`src/rtl/card_shoe_arbiter.sv`:
```
// card_shoe_arbiter: finite card shoe with per-rank counts, LFSR-seeded draw and player/dealer round-robin
module card_shoe_arbiter #(
    parameter int         DECKS     = 1,
    parameter logic [4:0] LFSR_SEED = 5'b00010
) (
    input  logic       CLOCK_50,
    input  logic       resetn,
    input  logic       shuffle,
    input  logic       p_req,
    input  logic       d_req,
    output logic       p_gnt,
    output logic       d_gnt,
    output logic [3:0] card_rank,
    output logic [3:0] card_value,
    output logic [7:0] cards_left,
    output logic       deck_empty,
    output logic       busy
);
    typedef enum logic [1:0] {IDLE, REFILL, SCAN, GRANT} state_t;

    localparam logic [4:0] FULL_RANK = 5'(4 * DECKS);
    localparam logic [7:0] FULL_SHOE = 8'(52 * DECKS);

    state_t     state, state_n;
    logic [4:0] lfsr;
    logic [4:0] cnt [1:13];
    logic [3:0] cand, first_cand;
    logic       target, prio_d, pend, sel_d, hit, start;

    // draw candidate, requester choice and scan hit derived from current state
    always_comb begin
        first_cand = (lfsr[3:0] >= 4'd13 ? lfsr[3:0] - 4'd13 : lfsr[3:0]) + 4'd1;
        sel_d      = d_req && (!p_req || prio_d);
        hit        = cnt[cand] != 5'd0;
        start      = state == IDLE && !(shuffle || pend) && (p_req || d_req) && cards_left != 8'd0;
    end

    // state register
    always_ff @(posedge CLOCK_50) begin
        if (!resetn) state <= IDLE;
        else         state <= state_n;
    end

    // next-state logic; a pending or fresh shuffle beats any request in IDLE
    always_comb begin
        state_n = state;
        case (state)
            IDLE:    state_n = (shuffle || pend) ? REFILL : start ? SCAN : IDLE;
            REFILL:  state_n = IDLE;
            SCAN:    state_n = hit ? GRANT : SCAN;
            GRANT:   state_n = IDLE;
            default: state_n = IDLE;
        endcase
    end

    // outputs decoded from the registered state
    always_comb begin
        p_gnt      = state == GRANT && !target;
        d_gnt      = state == GRANT && target;
        busy       = state != IDLE;
        deck_empty = cards_left == 8'd0;
    end

    // shoe contents, LFSR, scan candidate, dealt card and arbitration bookkeeping
    always_ff @(posedge CLOCK_50) begin
        if (!resetn) begin
            lfsr       <= LFSR_SEED;
            for (int i = 1; i <= 13; i++) cnt[i] <= FULL_RANK;
            cards_left <= FULL_SHOE;
            card_rank  <= 4'd0;
            card_value <= 4'd0;
            cand       <= 4'd1;
            target     <= 1'b0;
            prio_d     <= 1'b0;
            pend       <= 1'b0;
        end else begin
            lfsr <= {lfsr[3:0], ~(lfsr[4] ^ lfsr[2])};
            if (shuffle && state != IDLE) pend <= 1'b1;
            if (start) begin
                target <= sel_d;
                cand   <= first_cand;
            end
            if (state == REFILL) begin
                for (int i = 1; i <= 13; i++) cnt[i] <= FULL_RANK;
                cards_left <= FULL_SHOE;
                pend       <= 1'b0;
            end
            if (state == SCAN) begin
                if (hit) begin
                    cnt[cand]  <= cnt[cand] - 5'd1;
                    cards_left <= cards_left - 8'd1;
                    card_rank  <= cand;
                    card_value <= cand > 4'd10 ? 4'd10 : cand;
                end else begin
                    cand <= cand == 4'd13 ? 4'd1 : cand + 4'd1;
                end
            end
            if (state == GRANT) prio_d <= ~target;
        end
    end
endmodule
```
`config.mk`:
```
export PLATFORM = sky130hd
export DESIGN_NAME = card_shoe_arbiter
export DESIGN_NICKNAME = d
export VERILOG_FILES = /design/src/rtl/card_shoe_arbiter.sv
export SDC_FILE = /design/constraint.sdc
export NUM_CORES = 1
export LEC_CHECK = 0
export ABC_AREA = 1
export BUFFER_PORTS_ARGS = -buffer_cell sky130_fd_sc_hd__buf_2
export CAP_MARGIN = 30
export CORE_MARGIN = 4
export CORE_UTILIZATION = 55
export DETAILED_ROUTE_END_ITERATION = 12
export GPL_TIMING_DRIVEN = 1
export HOLD_SLACK_MARGIN = 0.06
export PLACE_DENSITY = 0.75
export SKIP_CTS_REPAIR_TIMING = 1
export SLEW_MARGIN = 0
export SYNTH_ARGS = -nofsm -noshare
export SYNTH_HDL_FRONTEND = slang
export SYNTH_SLANG_ARGS = --single-unit
```
`constraint.sdc`:
```
create_clock -name CLOCK_50 -period 6.74 [get_ports CLOCK_50]
set_clock_uncertainty 0.2 [all_clocks]
set_input_delay 1.011 -clock CLOCK_50 [delete_from_list [all_inputs] [get_ports CLOCK_50]]
set_output_delay 1.011 -clock CLOCK_50 [all_outputs]
set_load 0.005 [all_outputs]
```
==> metrics.txt <==
die width 106.5 um; Slew Limit Fails 0; P_leak 2.517 nW; Syn Nets 656; Worst Hold Depth 2; # port buffers 24; startpoint types flip-flop; r2r startpoint cand[1]; Final WS setup 2.032 ns; Peak supply drop 149.9 uV; peak fanout along the critical path 19; detailed placer's ending HPWL 9.101 mm; initial antenna violation count 0; fmax 212.4 MHz; non-filler cells, final 793; H-tree depth 3; Layout Nets 670; total gr overflow 0; max-cap viol count 0; vias in the first global route 4157; Placed Cells 776; clock slew at reported path FFs 0.11 ns; first-pass GRT wire length 21.19 mm; Fin. Hold Viols 0; RSZ-0062 raised after global routing no; Seq/Total Area, Yosys 0.5632; DRC viols 0; flops & latches, synth 110; Primary FF master, synth edfxtp_1; worst hold path type reg2reg; 1st-iter DRT viols 389; synth warn 0; TritonCTS clock tree done; sw frac 0.3755; combinational group share of total power 0.282; Wirelength per Cell 16.42 um; Die ar. 11330 sq um; Via-to-Cell Ratio 5.569; crit path buf inv count 1; CP top delay family simple AND/OR/NAND/NOR gates; Final Cycle Share 0.6985; GP Congestion 0.9249; cells on worst reg2reg path 11; CTS Sinks 110; Ports 25; row count 35; Post-Synthesis Cells 645; Power Internal 1.060 mW; EDFF count, synth 80; Netlist cell types 27; Hold EP card_value[3]; Slew @ Worst Pin 0.9965 ns; Setup-failing EPs final 0; proportion of power drawn by the clock network 0.217; largest net degree at the start of global routing 25; Mapped Area 5331 sq um; Async SR Flop Fraction 0; GRT Util Overall 0.2418; sequential share of power 0.501; CTS root buf clkbuf_8; Critical Path AT 4.51 ns; hold path start card_value[3]; worst skew pair latency 0.37 ns; Slew Limit Headroom 0.3349; DP Area 5520 sq um; drt first pass iters 5; Yosys top cell by area edfxtp_1; PwrDens 297.8 nW/um^2; Worst Setup End Kind flip-flop; Worst Path Required 6.54 ns; Crit Path Class reg2reg; layout cells sized above 1 0.08584; Mapped Avg Cell Area 8.266 sq um; max incr delay on CP 0.81 ns; drt total wl 13.02 mm; min Tclk post-route 4.708 ns; Most common cell on crit path nand2_1; antenna-violating nets left 0; Psw 637.5 uW; FF-to-FF setup slack 2.03 ns; top post-synthesis cells by area edfxtp_1, nand2_1, dfxtp_1; Area Growth Syn to Fin 6.923%; Antenna Cells 0; Yosys top cell area share 0.4506; CTS max path bufs 2; CP max stage cell nor2_1; Design Area, Final 5700 sq um; Die H 106.5 um; aggregate negative setup slack 0 ns; Num CTS Buffers 9; CP Cell Sequence inv_1, nor2_1, nand2_1, nand4_1, nand2_1, nand2_1, nor2_1, ha_1, nand4_4, nand2_2, nor3_1; Final Hold Slack 0.2643 ns; status finished, final reports clean; post-place setup slack 2.084 ns; reg-to-reg endpoint cnt[14][0]; Initial Util 0.5716; Core ar. 9328 sq um; routed via count 4416
==> power by group through the flow <==
stage / clock (mW) / sequential [mW] / combinational (mW)
2_1_floorplan: 0 / 0.847 / 0.330
3_3_place_gp: 0 / 0.866 / 0.460
3_5_place_dp: 0 / 0.866 / 0.470
4_1_cts: 0.367 / 0.851 / 0.470
5_1_grt: 0.400 / 0.857 / 0.531
6_report: 0.368 / 0.851 / 0.479
==> cell type report <==
class | instances | area, sq um
clock buffers | 10 | 127.6
clock inverters | 6 | 45.04
fillers | 842 | 3627
inverters | 59 | 221.5
multi-input cells | 451 | 1992
flip-flops and latches | 110 | 3003
well taps | 129 | 161.4
repair buffers | 28 | 150.1
==> through the flow <==
| step | power [mW] | util |
|---|---|---|
| after floorplan | 1.177 | - |
| after global placement | 1.326 | 0.5918 |
| after detailed placement | 1.336 | 0.5918 |
| after CTS | 1.688 | 0.6103 |
| after global routing | 1.788 | 0.6111 |
| final | 1.698 | 0.6111 |
==> synthesized netlist by cell type (2+ instances only) <==
cell type,number
a21oi_1,17
buf_2,10
buf_4,3
clkbuf_1,12
dfxtp_1,30
edfxtp_1,80
ha_1,6
inv_1,55
inv_2,3
nand2_1,240
nand2_2,2
nand3_1,44
nand4_1,18
nor2_1,78
nor2_2,3
nor2_4,2
nor3_1,12
o21ai_0,16
o21ai_1,2
or2_2,2
xnor2_1,2
xor2_1,3
==> cells in the final DEF, fill, tap and decap left out, drive strengths merged <==
| cell | count |
|---|---|
| nand2 | 242 |
| nor2 | 83 |
| edfxtp | 80 |
| inv | 60 |
| nand3 | 44 |
| dfxtp | 30 |
| buf | 28 |
| nand4 | 19 |
| o21ai | 18 |
| a21oi | 17 |
| nor3 | 12 |
| clkbuf | 10 |
| ha | 6 |
| clkinv | 5 |
| xor2 | 3 |
| or2 | 2 |
| xnor2 | 2 |
| a21boi | 1 |
| a22oi | 1 |
| and3 | 1 |
==> state kept, by name, summed over array words and instances (netlist names) <==
register and cells:
cards_left 8, pend 1, card_rank 4, lfsr 5, target 1, prio_d 1
cnt 80, card_value 4, state 2, cand 4
==> cells by family after synthesis <==
kind of cell | count (synthesis) | share of synthesized area
flops | 110 | 0.5632
xor+xnor | 5 | 0.008216
fa+ha+maj | 6 | 0.01408
buf+inv | 84 | 0.06360
simple gates | 403 | 0.3152
compound gates | 37 | 0.03567
==> worst min-delay path, stage by stage, from the launching register on <==
cell	delay (ns)
dfxtp_1	0.32
nand2_1	0.06
a21oi_1	0.05
==> worst max path at each step <==
stage | startpoint | endpoint | depth (start not counted)
2_1_floorplan | cand[0] | cnt[9][0] | 12
3_3_place_gp | cand[1] | cnt[14][4] | 11
3_5_place_dp | cand[1] | cnt[14][1] | 11
4_1_cts | cand[1] | cnt[14][0] | 11
5_1_grt | cand[1] | cnt[1][0] | 13
6_report | cand[1] | cnt[14][0] | 11
==> routing by layer <==
metal  share of wire  vias to the layer above  global-route usage  routed length [um]
li1                -                     2122                   -                   -
met1            0.41                     2034              0.3268                5316
met2            0.48                      218              0.3846                6266
met3           0.084                       42             0.05222                1089
met4           0.027                        0             0.09041                 351
met5               0                        -                   0                   0
Power figures use the tool's default switching activity.
